## config.mk

```make
export PLATFORM = sky130hd
export DESIGN_NAME = uart_cmd_decoder
export DESIGN_NICKNAME = d
export VERILOG_FILES = /design/src/rtl/uart_cmd_pkg.sv /design/src/rtl/uart_cmd_lut.sv /design/src/rtl/uart_cmd_decoder.sv
export SDC_FILE = /design/constraint.sdc
export NUM_CORES = 1
export LEC_CHECK = 0
export ABC_AREA = 0
export CAP_MARGIN = 20
export CORE_MARGIN = 3
export CORE_UTILIZATION = 45
export DETAILED_ROUTE_END_ITERATION = 8
export PLACE_DENSITY_LB_ADDON = 0.25
export SYNTH_ARGS = -nofsm -noshare
export SYNTH_HDL_FRONTEND = slang
export SYNTH_HIERARCHICAL = 1
export SYNTH_SLANG_ARGS = --single-unit
```

## constraint.sdc

```tcl
create_clock -name clk -period 2.2 [get_ports clk]
set_clock_uncertainty 0.1 [all_clocks]
set_input_delay 0.22 -clock clk [delete_from_list [all_inputs] [get_ports clk]]
set_output_delay 0.22 -clock clk [all_outputs]
set_load 0.01 [all_outputs]
```

## src/rtl/uart_cmd_pkg.sv

```systemverilog
// Shared definitions for the UART command path.
// Contents: decoder state encoding, command classes, ASCII constants for
// the command characters and the acknowledge helper.
package uart_cmd_pkg;

    typedef enum logic [1:0] {
        IDLE      = 2'd0,
        DECODE    = 2'd1,
        SEND      = 2'd2,
        WAIT_BUSY = 2'd3
    } state_e;

    typedef enum logic [2:0] {
        CMD_NONE     = 3'd0,
        CMD_RUN_STOP = 3'd1,
        CMD_CLEAR    = 3'd2,
        CMD_MODE     = 3'd3,
        CMD_IGNORE   = 3'd4,
        CMD_INVALID  = 3'd5
    } cmd_e;

    localparam logic [7:0] ASCII_R_UC  = 8'h52;
    localparam logic [7:0] ASCII_R_LC  = 8'h72;
    localparam logic [7:0] ASCII_C_UC  = 8'h43;
    localparam logic [7:0] ASCII_C_LC  = 8'h63;
    localparam logic [7:0] ASCII_M_UC  = 8'h4D;
    localparam logic [7:0] ASCII_M_LC  = 8'h6D;
    localparam logic [7:0] ASCII_CR    = 8'h0D;
    localparam logic [7:0] ASCII_LF    = 8'h0A;
    localparam logic [7:0] ASCII_QMARK = 8'h3F;

    // Bytes that get an acknowledge: real commands echo themselves, junk gets '?'.
    function automatic logic cmd_needs_ack(input cmd_e cmd);
        return (cmd == CMD_RUN_STOP) || (cmd == CMD_CLEAR) ||
               (cmd == CMD_MODE)     || (cmd == CMD_INVALID);
    endfunction

endpackage

```

## src/rtl/uart_cmd_lut.sv

```systemverilog
// Combinational byte -> command class lookup.
// Ports:
//   data : received byte
//   cmd  : command class (run/stop, clear, mode, ignore for CR/LF, invalid)
module uart_cmd_lut
    import uart_cmd_pkg::*;
(
    input  logic [7:0] data,
    output cmd_e       cmd
);

    always_comb begin
        cmd = CMD_INVALID;
        case (data)
            ASCII_R_UC, ASCII_R_LC: cmd = CMD_RUN_STOP;
            ASCII_C_UC, ASCII_C_LC: cmd = CMD_CLEAR;
            ASCII_M_UC, ASCII_M_LC: cmd = CMD_MODE;
            ASCII_CR,   ASCII_LF:   cmd = CMD_IGNORE;
            default:                cmd = CMD_INVALID;
        endcase
    end

endmodule

```

## src/rtl/uart_cmd_decoder.sv

```systemverilog
// UART command decoder: turns received ASCII bytes into one-cycle counter
// control pulses, counts invalid bytes, flags overrun and (optionally)
// returns a one-byte acknowledge through the transmitter handshake.
//
// Build option: define UART_CMD_ECHO_EN to generate the acknowledge path
// (SEND / WAIT_BUSY states). Without it tx_start/tx_data are tied to 0.
//
// Ports:
//   clk, reset    : clock, synchronous active-high reset
//   rx_data       : received byte, valid with rx_done
//   rx_done       : one-cycle receive strobe
//   tx_busy       : transmitter busy (ignored without echo)
//   tx_start      : one-cycle send request
//   tx_data       : acknowledge byte, held until the next acknowledge
//   cmd_run_stop  : toggle run/stop pulse
//   cmd_clear     : clear counter pulse
//   cmd_mode      : toggle up/down pulse
//   err_cnt       : saturating invalid-byte count
//   overrun       : sticky, byte received while busy decoding/sending
//
// state     | meaning
// IDLE      | waiting for rx_done, latches the byte
// DECODE    | one cycle, drives the command pulse
// SEND      | waits for tx_busy low, then pulses tx_start
// WAIT_BUSY | waits for the transmitter to take the byte
module uart_cmd_decoder
    import uart_cmd_pkg::*;
(
    input  logic       clk,
    input  logic       reset,
    input  logic [7:0] rx_data,
    input  logic       rx_done,
    input  logic       tx_busy,
    output logic       tx_start,
    output logic [7:0] tx_data,
    output logic       cmd_run_stop,
    output logic       cmd_clear,
    output logic       cmd_mode,
    output logic [7:0] err_cnt,
    output logic       overrun
);

    localparam logic [1:0] ST_IDLE   = IDLE;
    localparam logic [1:0] ST_DECODE = DECODE;
`ifdef UART_CMD_ECHO_EN
    localparam logic [1:0] ST_SEND   = SEND;
    localparam logic [1:0] ST_WAIT   = WAIT_BUSY;
`endif

    logic [1:0] state_q;
    logic [1:0] state_d;
    logic [7:0] byte_q;
    cmd_e       cmd;
    logic       in_decode;

    uart_cmd_lut u_lut (
        .data (byte_q),
        .cmd  (cmd)
    );

    assign in_decode = (state_q == ST_DECODE);

    assign cmd_run_stop = in_decode && (cmd == CMD_RUN_STOP);
    assign cmd_clear    = in_decode && (cmd == CMD_CLEAR);
    assign cmd_mode     = in_decode && (cmd == CMD_MODE);

    always_comb begin
        state_d = state_q;
        case (state_q)
            ST_IDLE: begin
                if (rx_done) state_d = ST_DECODE;
            end
            ST_DECODE: begin
`ifdef UART_CMD_ECHO_EN
                state_d = cmd_needs_ack(cmd) ? ST_SEND : ST_IDLE;
`else
                state_d = ST_IDLE;
`endif
            end
`ifdef UART_CMD_ECHO_EN
            ST_SEND: begin
                if (!tx_busy) state_d = ST_WAIT;
            end
            ST_WAIT: begin
                if (tx_busy) state_d = ST_IDLE;
            end
`endif
            default: state_d = ST_IDLE;
        endcase
    end

    always_ff @(posedge clk) begin
        if (reset) begin
            state_q <= ST_IDLE;
            byte_q  <= 8'h00;
            err_cnt <= 8'h00;
            overrun <= 1'b0;
        end else begin
            state_q <= state_d;
            if ((state_q == ST_IDLE) && rx_done) begin
                byte_q <= rx_data;
            end
            if (in_decode && (cmd == CMD_INVALID) && (err_cnt != 8'hFF)) begin
                err_cnt <= err_cnt + 8'd1;
            end
            // Bytes outside IDLE are dropped; the flag stays until reset.
            if (rx_done && (state_q != ST_IDLE)) begin
                overrun <= 1'b1;
            end
        end
    end

`ifdef UART_CMD_ECHO_EN
    logic [7:0] ack_q;
    logic [7:0] tx_data_q;

    always_ff @(posedge clk) begin
        if (reset) begin
            ack_q     <= 8'h00;
            tx_data_q <= 8'h00;
        end else begin
            if (in_decode) begin
                ack_q <= (cmd == CMD_INVALID) ? ASCII_QMARK : byte_q;
            end
            if (tx_start) begin
                tx_data_q <= ack_q;
            end
        end
    end

    assign tx_start = (state_q == ST_SEND) && !tx_busy;
    // The new ack appears together with tx_start and is then held.
    assign tx_data  = tx_start ? ack_q : tx_data_q;
`else
    logic unused_tx_busy;
    assign unused_tx_busy = tx_busy;
    assign tx_start       = 1'b0;
    assign tx_data        = 8'h00;
`endif

endmodule

```

---- Word-level counts from Yosys, hierarchy flattened ----
Cells that the tools add are included.
storage, ports and cells
  bits in registers ....................... 18
  bits of input ports ..................... 12
operators by class
  bitwise logic cells ..................... 1
  mux-type cells .......................... 1
  reductions and logical operators ........ 13
  add/sub/neg operators ................... 1
  equality and inequality tests ........... 13
operators by type and width
  kind                                           number
  == test 8 x 7 -> 1 bit, second input constant  6
  == test 8 x 4 -> 1 bit, second input constant  2
  one-hot mux 3 bit (4 select lines)             1
  OR reduction 2 bit                             5
  adder 8 x 1 -> 8 bit, second input constant    1
  inequality test 8 bit, second input constant   1
  logical AND 1 bit                              7
  == test 3 x 2 -> 1 bit, second input constant  2
  == test 3 x 1 -> 1 bit, second input constant  1
  == test 3 bit, second input constant           1
  zero test 2 bit                                1
  NOT 1 bit                                      1

---- Longest topological paths before layout ----
Gate-level depths: netlist of the first run.
  depth in word-level cells ............... 6
  mapped depth ............................ 6

---- Cells and area by module ----
Netlist of the first run, hierarchy kept.
modules (own cells, without submodules)
  module            sequential area each (µm²)  times used  area an instance (µm²)  cells an instance
  uart_cmd_decoder  360.3                       1           927.1                   105
  uart_cmd_lut      0.0                         1           95.1                    13

---- Worst setup path before layout of the first run ----
OpenSTA, ideal clock, no wires.
  path kind ............................... register to output
  from .................................... register byte_q[3]
  to ...................................... output cmd_clear
  path slack .............................. 0.169 ns
  cell stages (with the launch flop) ...... 5
  arrival time ............................ 1.711 ns
  data required time ...................... 1.880 ns
  path buffers ............................ 0
  cells stage by stage .................... dfxtp_1 -> or3b_2 -> a21oi_1 -> a31oi_1 -> nor4bb_1
between the ends
  longest elaborated chain between the ends .. 5
RTL lines
  what                                                              RTL line                 text
  from (decl)                                                       uart_cmd_decoder.sv:52   logic [7:0] byte_q;
  from (signal assigned)                                            uart_cmd_decoder.sv:101  byte_q <= rx_data;
  == test 8 x 4 -> 1 bit or == test 8 x 7 -> 1 bit (tied branches)  uart_cmd_lut.sv:14       case (data)
  OR reduction 2 bit                                                uart_cmd_lut.sv:14
  one-hot mux 3 bit (4 select lines) *                              uart_cmd_lut.sv:14
  via cmd[1]                                                        uart_cmd_decoder.sv:53   cmd_e cmd;
  == test 3 x 2 -> 1 bit *                                          uart_cmd_decoder.sv:64   assign cmd_clear = in_decode && (cmd == CMD_CLEAR);
  logical AND 1 bit *                                               uart_cmd_decoder.sv:64
  to (decl)                                                         uart_cmd_decoder.sv:37   output logic cmd_clear,
The timed path passes the listed nets; every way through them passes the cells marked *.

---- Final worst setup path of the first run ----
  from .................................... register byte_q[5]
  to ...................................... output cmd_mode
between the ends
  longest elaborated chain between the ends .. 5
RTL lines
  what                                                              RTL line                text
  == test 8 x 4 -> 1 bit or == test 8 x 7 -> 1 bit (tied branches)  uart_cmd_lut.sv:14
  OR reduction 2 bit                                                uart_cmd_lut.sv:14
  one-hot mux 3 bit (4 select lines) *                              uart_cmd_lut.sv:14
  via cmd[0]                                                        uart_cmd_decoder.sv:53
  == test 3 x 2 -> 1 bit *                                          uart_cmd_decoder.sv:65  assign cmd_mode = in_decode && (cmd == CMD_MODE);
  logical AND 1 bit *                                               uart_cmd_decoder.sv:65
  to (decl)                                                         uart_cmd_decoder.sv:38  output logic cmd_mode,
Marks and branches as above.

==> impl_metrics.prom, run 1 <==
# TYPE chip_impl_metric gauge
chip_impl_metric{name="fin_tns_setup",unit="ps"} -102
chip_impl_metric{name="cts_buffer_depth",unit=""} 2
chip_impl_metric{name="remaining_drc_errors",unit=""} 0
chip_impl_metric{name="min_delay_path_depth",unit=""} 3
chip_impl_metric{name="synth-edff-count",unit=""} 0
chip_impl_metric{name="first_pass_grt_wire_length",unit="mm"} 3.80
chip_impl_metric{name="layout.core_utilization",unit="%"} 68.0
chip_impl_metric{name="clock_latency",unit="ps"} 300
chip_impl_metric{name="max_freq",unit="MHz"} 444
chip_impl_metric{name="worst_r2r_path_depth",unit=""} 8
chip_impl_metric{name="grt_antenna_before_repair",unit=""} 0
chip_impl_metric{name="initial_drt_markers",unit=""} 12
chip_impl_metric{name="design.die.area",unit="sq mm"} 0.00288
chip_impl_info{name="critical-path-slowest-cell",value="sky130_fd_sc_hd__or4_4"} 1
chip_impl_metric{name="start_util",unit="%"} 49.6
chip_impl_metric{name="timing.reg2reg.setup_slack",unit="ps"} 60
chip_impl_metric{name="worst_ep_required_time",unit="ps"} 1880
chip_impl_metric{name="number_of_global_route_vias_before_repair",unit=""} 863
chip_impl_metric{name="grt.overflow.total",unit=""} 0
chip_impl_info{name="crit_path_cell_trace",value="or4_4, o32ai_4, a21oi_2, buf_4, and4b_1, buf_2"} 1
chip_impl_metric{name="routed_wl",unit="mm"} 2.37
chip_impl_metric{name="numClockSinks",unit=""} 18
chip_impl_metric{name="drtPass1Iterations",unit=""} 4
chip_impl_metric{name="yosys_warnings",unit=""} 6
chip_impl_metric{name="route.antenna.remaining_nets",unit=""} 0
chip_impl_metric{name="power.leakage",unit="nW"} 0.521
chip_impl_info{name="startpoint_of_the_worst_slack_reg_to_reg_timing_path",value="byte_q[5]"} 1
chip_impl_metric{name="synthesis.instances",unit=""} 118
chip_impl_metric{name="report.final.setup_viol",unit=""} 3
chip_impl_metric{name="power.ir.vdd_worst",unit="mV"} 0.356
chip_impl_info{name="holdPathEnd",value="byte_q[1]"} 1
chip_impl_metric{name="areaGrowthSynthToFinish",unit="%"} 37.2
chip_impl_metric{name="cts_max_level",unit=""} 1
chip_impl_metric{name="synth_sequential_area_ratio",unit="%"} 35.3
chip_impl_metric{name="max-cap-violations",unit=""} 0
chip_impl_metric{name="synth_top_area_share",unit="%"} 35.3
chip_impl_info{name="synth_ff_type",value="sky130_fd_sc_hd__dfxtp_1"} 1
chip_impl_metric{name="finish.net_count",unit=""} 163
chip_impl_metric{name="track_usage",unit="%"} 18.5
chip_impl_metric{name="fp.dieW",unit="microns"} 53.7
chip_impl_metric{name="path_clk_slew",unit="ps"} 100
chip_impl_info{name="ys_top_cells_by_area",value="sky130_fd_sc_hd__dfxtp_1 (35%), sky130_fd_sc_hd__a21oi_1 (7.3%), sky130_fd_sc_hd__buf_4 (6.6%)"} 1
chip_impl_metric{name="final-hold-violation-count",unit=""} 0
chip_impl_info{name="holdCritStartpoint",value="rx_data[1]"} 1
chip_impl_metric{name="core-area",unit="sq mm"} 0.00206
chip_impl_info{name="clk_root_buffer_cell",value="sky130_fd_sc_hd__clkbuf_4"} 1
chip_impl_metric{name="setup_slack",unit="ps"} -53.1
chip_impl_metric{name="post_synth_num_cell_types",unit=""} 36
chip_impl_metric{name="period_utilization",unit="%"} 102
chip_impl_info{name="hold_path.class",value="in2reg"} 1
chip_impl_metric{name="cts_made_buffers",unit=""} 3
chip_impl_metric{name="preCtsSetupSlack",unit="ps"} -147
chip_impl_metric{name="wire_per_inst",unit="microns"} 13.5
chip_impl_metric{name="layout_filler_cell_count",unit=""} 164
chip_impl_metric{name="yosys_register_bits",unit=""} 18
chip_impl_metric{name="rows",unit=""} 16
chip_impl_metric{name="grt_max_degree",unit=""} 13
chip_impl_info{name="synthDominantAreaCellType",value="sky130_fd_sc_hd__dfxtp_1"} 1
chip_impl_metric{name="finalInstanceArea",unit="sq mm"} 0.00140
chip_impl_metric{name="gp_congestion",unit=""} 0.752
chip_impl_info{name="critical-path-top-delay-family",value="simple AND/OR/NAND/NOR gates"} 1
chip_impl_metric{name="power.density_cell_area",unit="mW/mm^2"} 478
chip_impl_metric{name="placed_inst_area",unit="sq mm"} 0.00128
chip_impl_metric{name="ys_async_sr_fraction",unit="%"} 0
chip_impl_info{name="layout_commonest_cell",value="sky130_fd_sc_hd__clkdlybuf4s50_1"} 1
chip_impl_metric{name="max_stage_delay",unit="ps"} 560
chip_impl_metric{name="die_height",unit="microns"} 53.7
chip_impl_info{name="worst_r2r_endpoint",value="err_cnt[0]"} 1
chip_impl_metric{name="port_buffers",unit=""} 22
chip_impl_metric{name="post_route_cells_drive_above_1_share",unit="%"} 27.5
chip_impl_info{name="critPathCaptureType",value="primary output"} 1
chip_impl_info{name="tritoncts",value="built"} 1
chip_impl_metric{name="antenna_cells",unit=""} 0
chip_impl_metric{name="dpl_hpwl",unit="mm"} 1.64
chip_impl_metric{name="cp.arrival",unit="ps"} 1930
chip_impl_metric{name="report.final.slew_viol_count",unit=""} 0
chip_impl_info{name="failed_checks",value="negative setup slack"} 1
chip_impl_metric{name="hold_buffers",unit=""} 0
chip_impl_metric{name="critical_path_peak_fanout",unit=""} 3
chip_impl_info{name="grt_setup_unrepaired",value="yes"} 1
chip_impl_metric{name="synthesis.area_per_instance",unit="sq um"} 8.66
chip_impl_metric{name="finalHoldWorstSlack",unit="ps"} 368
chip_impl_metric{name="finalCriticalPeriod",unit="ps"} 2250
chip_impl_info{name="layout_common_cells",value="sky130_fd_sc_hd__clkdlybuf4s50_1 (19), sky130_fd_sc_hd__nand2_1 (17), sky130_fd_sc_hd__dfxtp_1 (15), sky130_fd_sc_hd__a21oi_1 (12), sky130_fd_sc_hd__buf_4 (11)"} 1
chip_impl_metric{name="timing.critical_path.buf_inv",unit=""} 2
chip_impl_metric{name="via_per_inst",unit=""} 5.29
chip_impl_info{name="critPathLaunchType",value="flip-flop"} 1
chip_impl_metric{name="design.portCount",unit=""} 33
chip_impl_info{name="outcome",value="complete, but fails checks"} 1
chip_impl_metric{name="syn-cell-area",unit="sq mm"} 0.00102
chip_impl_metric{name="via_count",unit=""} 931
chip_impl_info{name="critical_path_class",value="reg2out"} 1
[kinds of logic (layout without fill, tap and decap cells)]
logic type / count (synthesis) / in the layout / synth area share, %
buffers and inverters: 16 / 39 / 9.42
adders and majority gates: 1 / 1 / 1.22
muxes: 4 / 4 / 4.28
other: 1 / 9 / 0.367
DFF: 18 / 18 / 35.3
and+or+nand+nor: 52 / 52 / 31.5
AOI/OAI and AO/OA: 26 / 26 / 18.0
[flip-flops by register name (all words and copies together) (netlist names)]
name and flops:
state_q 1, err_cnt 8, overrun 1, byte_q 8
[worst reg2reg max path, cell delays in order, from the launching register on]
cell	delay [ps]
sky130_fd_sc_hd__dfxtp_2	330
sky130_fd_sc_hd__or4_4	560
sky130_fd_sc_hd__o32ai_4	240
sky130_fd_sc_hd__a21oi_2	60
sky130_fd_sc_hd__buf_4	140
sky130_fd_sc_hd__buf_4	140
sky130_fd_sc_hd__nand4b_4	130
sky130_fd_sc_hd__a21oi_2	70
sky130_fd_sc_hd__mux2_2	280
[synth_stat cells, drive strengths merged, types with 2 or more instances]
cell type / n
a211oi: 5
a21oi: 15
a311oi: 2
a31oi: 2
and3: 4
and4b: 2
buf: 11
clkbuf: 3
dfxtp: 18
inv: 2
mux2: 3
nand2: 17
nand2b: 4
nand3: 2
nor2: 7
nor2b: 4
nor4bb: 2
[layer usage]
metal | global-route usage [%] | part of all wire [%] | vias to the layer above
met5 | 0 | 0 | -
met4 | 7.66 | 1.8 | 0
met3 | 3.32 | 3.5 | 5
met2 | 31.9 | 50 | 21
met1 | 22.3 | 45 | 440
li1 | - | - | 465
[power by group]
group / internal (W) / switching, W / total, W / leakage (nW)
clock network: 0.000101 / 0.000107 / 0.000208 / 0.0210
logic: 0.0000573 / 0.0000533 / 0.000111 / 0.352
registers: 0.000339 / 0.0000128 / 0.000352 / 0.148
[timing repair]
| item | 4_1_cts | 5_1_grt |
|---|---|---|
| setup endpoints to repair | 3 | 10 |
| cloned | 0 | 0 |
| resized for setup | 20 | 10 |
| pin swaps | 4 | 5 |
| buffers inserted | 1 | 1 |
[per-stage QoR]
stage               total power [W]  std cells
finish                     0.000670        176
global route               0.000704        176
CTS                        0.000665        175
detailed placement         0.000453        170
global placement           0.000450        170
floorplan                  0.000422        126
[area by class of cell]
type                       count  area [sq um]  area share, %
sequential                    18           364           26.0
multi-input combinational     92           673           48.0
inverter                       2          7.51          0.535
clock buffer                   4          36.3           2.59
tap                           27          33.8           2.41
timing repair buffer          33           288           20.5
[worst max path at each step]
| stage | from | to | slack (ps) | cells past startpoint |
|---|---|---|---|---|
| 4_1_cts | byte_q[6] | cmd_mode | -20 | 6 |
| 3_5_place_dp | byte_q[5] | cmd_clear | -150 | 5 |
| 6_report | byte_q[5] | cmd_mode | -50 | 6 |
| 2_1_floorplan | byte_q[3] | cmd_clear | 170 | 4 |
| 5_1_grt | byte_q[5] | cmd_mode | -110 | 6 |
| 3_3_place_gp | byte_q[5] | cmd_clear | -130 | 5 |
Power figures use the tool's default switching activity.
==> run 2, diff against run 1 <==
SETUP_SLACK_MARGIN = 0.1   (was not set)
==> run 2 against run 1 <==
The flow still finishes with violations (negative setup slack). Worst setup slack got worse by 19 ps. Via count grew 1.7%. Core utilization up 2.9 points. Power is 1.0% higher. Critical path type unchanged.
==> impl_metrics.prom, run 2 (same netlist as run 1, synthesis figures left out) <==
# TYPE chip_impl_metric gauge
chip_impl_info{name="outcome",value="complete, but fails checks"} 1
chip_impl_info{name="failed_checks",value="negative setup slack"} 1
chip_impl_metric{name="design.die.area",unit="sq mm"} 0.00288
chip_impl_metric{name="max-cap-violations",unit=""} 0
chip_impl_info{name="critical_path_class",value="reg2out"} 1
chip_impl_info{name="critPathLaunchType",value="flip-flop"} 1
chip_impl_metric{name="power.ir.vdd_worst",unit="mV"} 0.360
chip_impl_metric{name="power.density_cell_area",unit="mW/mm^2"} 463
chip_impl_metric{name="number_of_global_route_vias_before_repair",unit=""} 860
chip_impl_info{name="startpoint_of_the_worst_slack_reg_to_reg_timing_path",value="byte_q[5]"} 1
chip_impl_info{name="crit_path_cell_trace",value="or4_4, o32ai_4, a21oi_2, buf_4, and4b_1, buf_2"} 1
chip_impl_metric{name="areaGrowthSynthToFinish",unit="%"} 43.0
chip_impl_info{name="tritoncts",value="built"} 1
chip_impl_metric{name="design.portCount",unit=""} 33
chip_impl_metric{name="grt_max_degree",unit=""} 13
chip_impl_metric{name="first_pass_grt_wire_length",unit="mm"} 3.86
chip_impl_info{name="worst_r2r_endpoint",value="err_cnt[0]"} 1
chip_impl_metric{name="hold_buffers",unit=""} 0
chip_impl_metric{name="power.leakage",unit="nW"} 0.531
chip_impl_metric{name="gp_congestion",unit=""} 0.752
chip_impl_metric{name="numClockSinks",unit=""} 18
chip_impl_metric{name="post_route_cells_drive_above_1_share",unit="%"} 30.9
chip_impl_metric{name="grt_antenna_before_repair",unit=""} 0
chip_impl_info{name="grt_setup_unrepaired",value="yes"} 1
chip_impl_metric{name="drtPass1Iterations",unit=""} 4
chip_impl_metric{name="design_power_total",unit="W"} 0.000677
chip_impl_metric{name="antenna_cells",unit=""} 0
chip_impl_metric{name="layout_filler_cell_count",unit=""} 150
chip_impl_metric{name="cts_made_buffers",unit=""} 3
chip_impl_metric{name="core-area",unit="sq mm"} 0.00206
chip_impl_metric{name="via_per_inst",unit=""} 5.38
chip_impl_metric{name="critical_path_peak_fanout",unit=""} 3
chip_impl_metric{name="fin_tns_setup",unit="ps"} -163
chip_impl_metric{name="path_clk_slew",unit="ps"} 100
chip_impl_metric{name="routed_wl",unit="mm"} 2.56
chip_impl_info{name="critical-path-slowest-cell",value="sky130_fd_sc_hd__or4_4"} 1
chip_impl_info{name="reg.largest.list",value="byte_q (8), err_cnt (8)"} 1
chip_impl_info{name="layout_commonest_cell",value="sky130_fd_sc_hd__clkdlybuf4s50_1"} 1
chip_impl_info{name="clk_root_buffer_cell",value="sky130_fd_sc_hd__clkbuf_4"} 1
chip_impl_metric{name="start_util",unit="%"} 49.6
chip_impl_metric{name="finish.net_count",unit=""} 163
chip_impl_metric{name="finalInstanceArea",unit="sq mm"} 0.00146
chip_impl_metric{name="finalCriticalPeriod",unit="ps"} 2270
chip_impl_metric{name="report.final.slew_viol_count",unit=""} 0
chip_impl_info{name="holdCritStartpoint",value="rx_data[0]"} 1
chip_impl_metric{name="placed_inst_area",unit="sq mm"} 0.00128
chip_impl_metric{name="period_utilization",unit="%"} 103
chip_impl_metric{name="rows",unit=""} 16
chip_impl_metric{name="number_of_placed_instances_taps_included",unit=""} 170
chip_impl_metric{name="worst_ep_required_time",unit="ps"} 1880
chip_impl_metric{name="max_stage_delay",unit="ps"} 560
chip_impl_metric{name="dpl_hpwl",unit="mm"} 1.64
chip_impl_metric{name="setup_slack",unit="ps"} -72.0
chip_impl_metric{name="die_height",unit="microns"} 53.7
chip_impl_info{name="layout_common_cells",value="sky130_fd_sc_hd__clkdlybuf4s50_1 (19), sky130_fd_sc_hd__nand2_1 (17), sky130_fd_sc_hd__dfxtp_1 (15), sky130_fd_sc_hd__a21oi_1 (10), sky130_fd_sc_hd__buf_4 (10)"} 1
chip_impl_metric{name="track_usage",unit="%"} 18.7
chip_impl_metric{name="remaining_drc_errors",unit=""} 0
chip_impl_metric{name="min_delay_path_depth",unit=""} 3
chip_impl_metric{name="finish.cell_count_without_fillers",unit=""} 176
chip_impl_metric{name="initial_drt_markers",unit=""} 13
chip_impl_info{name="hold_path.class",value="in2reg"} 1
chip_impl_metric{name="timing.reg2reg.setup_slack",unit="ps"} 30
chip_impl_metric{name="wire_per_inst",unit="microns"} 14.5
chip_impl_metric{name="cts_buffer_depth",unit=""} 2
chip_impl_metric{name="final-hold-violation-count",unit=""} 0
chip_impl_metric{name="grt.overflow.total",unit=""} 0
chip_impl_metric{name="preCtsSetupSlack",unit="ps"} -147
chip_impl_metric{name="fp.dieW",unit="microns"} 53.7
chip_impl_info{name="critPathCaptureType",value="primary output"} 1
chip_impl_metric{name="route.antenna.remaining_nets",unit=""} 0
chip_impl_metric{name="port_buffers",unit=""} 22
chip_impl_info{name="holdPathEnd",value="byte_q[0]"} 1
chip_impl_metric{name="report.final.setup_viol",unit=""} 3
chip_impl_metric{name="cp.arrival",unit="ps"} 1950
chip_impl_metric{name="cts_max_level",unit=""} 1
chip_impl_metric{name="via_count",unit=""} 947
chip_impl_metric{name="worst_r2r_path_depth",unit=""} 8
chip_impl_metric{name="clock_latency",unit="ps"} 300
chip_impl_metric{name="max_freq",unit="MHz"} 440
run 2: layout make-up:
type | count | area (sq um) | area share [%]
multi-input combinational | 92 | 728 | 49.8
sequential | 18 | 364 | 24.9
timing repair buffer | 33 | 292 | 19.9
clock buffer | 4 | 36.3 | 2.48
tap | 27 | 33.8 | 2.31
inverter | 2 | 7.51 | 0.514
run 2: power breakdown:
| part | internal (W) | switching (W) |
|---|---|---|
| logic | 0.0000601 | 0.0000565 |
| clock network | 0.000101 | 0.000107 |
| registers | 0.000339 | 0.0000130 |
run 2: per-layer routing:
| metal | up-vias | routed length [microns] | GRT usage (%) | share of wire [%] |
|---|---|---|---|---|
| li1 | 468 | - | - | - |
| met1 | 445 | 1140 | 23.1 | 45 |
| met2 | 27 | 1260 | 31.7 | 49 |
| met3 | 7 | 94 | 3.32 | 3.7 |
| met4 | 0 | 60 | 7.66 | 2.3 |
| met5 | - | 0 | 0 | 0 |
run 2: worst max path at each step:
stage               slack, ps         to      start
finish                    -70   cmd_mode  byte_q[5]
floorplan                 170  cmd_clear  byte_q[3]
global placement         -130  cmd_clear  byte_q[5]
detailed placement       -150  cmd_clear  byte_q[5]
CTS                       -20   cmd_mode  byte_q[6]
global route             -130   cmd_mode  byte_q[5]
run 2: what timing repair did:
item / in CTS / in global routing
setup buffers: 1 / 1
resized for setup: 22 / 18
pin swaps: 5 / 7
endpoints found under the setup margin: 5 / 11
run 2: per-stage QoR:
step	utilization [%]	hold slack, ps
finish	70.9	356
global route	70.9	366
detailed placement	62.3	364
floorplan	-	256
CTS	65.3	355
global placement	62.3	350
run 2: worst max-delay path, delay by kind of cell (launching register included):
family	cells	cell delay, ps
flip-flops	1	330
AO/OA/AOI/OAI	2	310
buffers and inverters	2	290
AND/OR/NAND/NOR	2	730
==> run 3, diff against run 2 <==
SLEW_MARGIN = 20   (was not set)
==> results of run 3 <==
Final layout, timing and power as in run 2 (identical DEF).
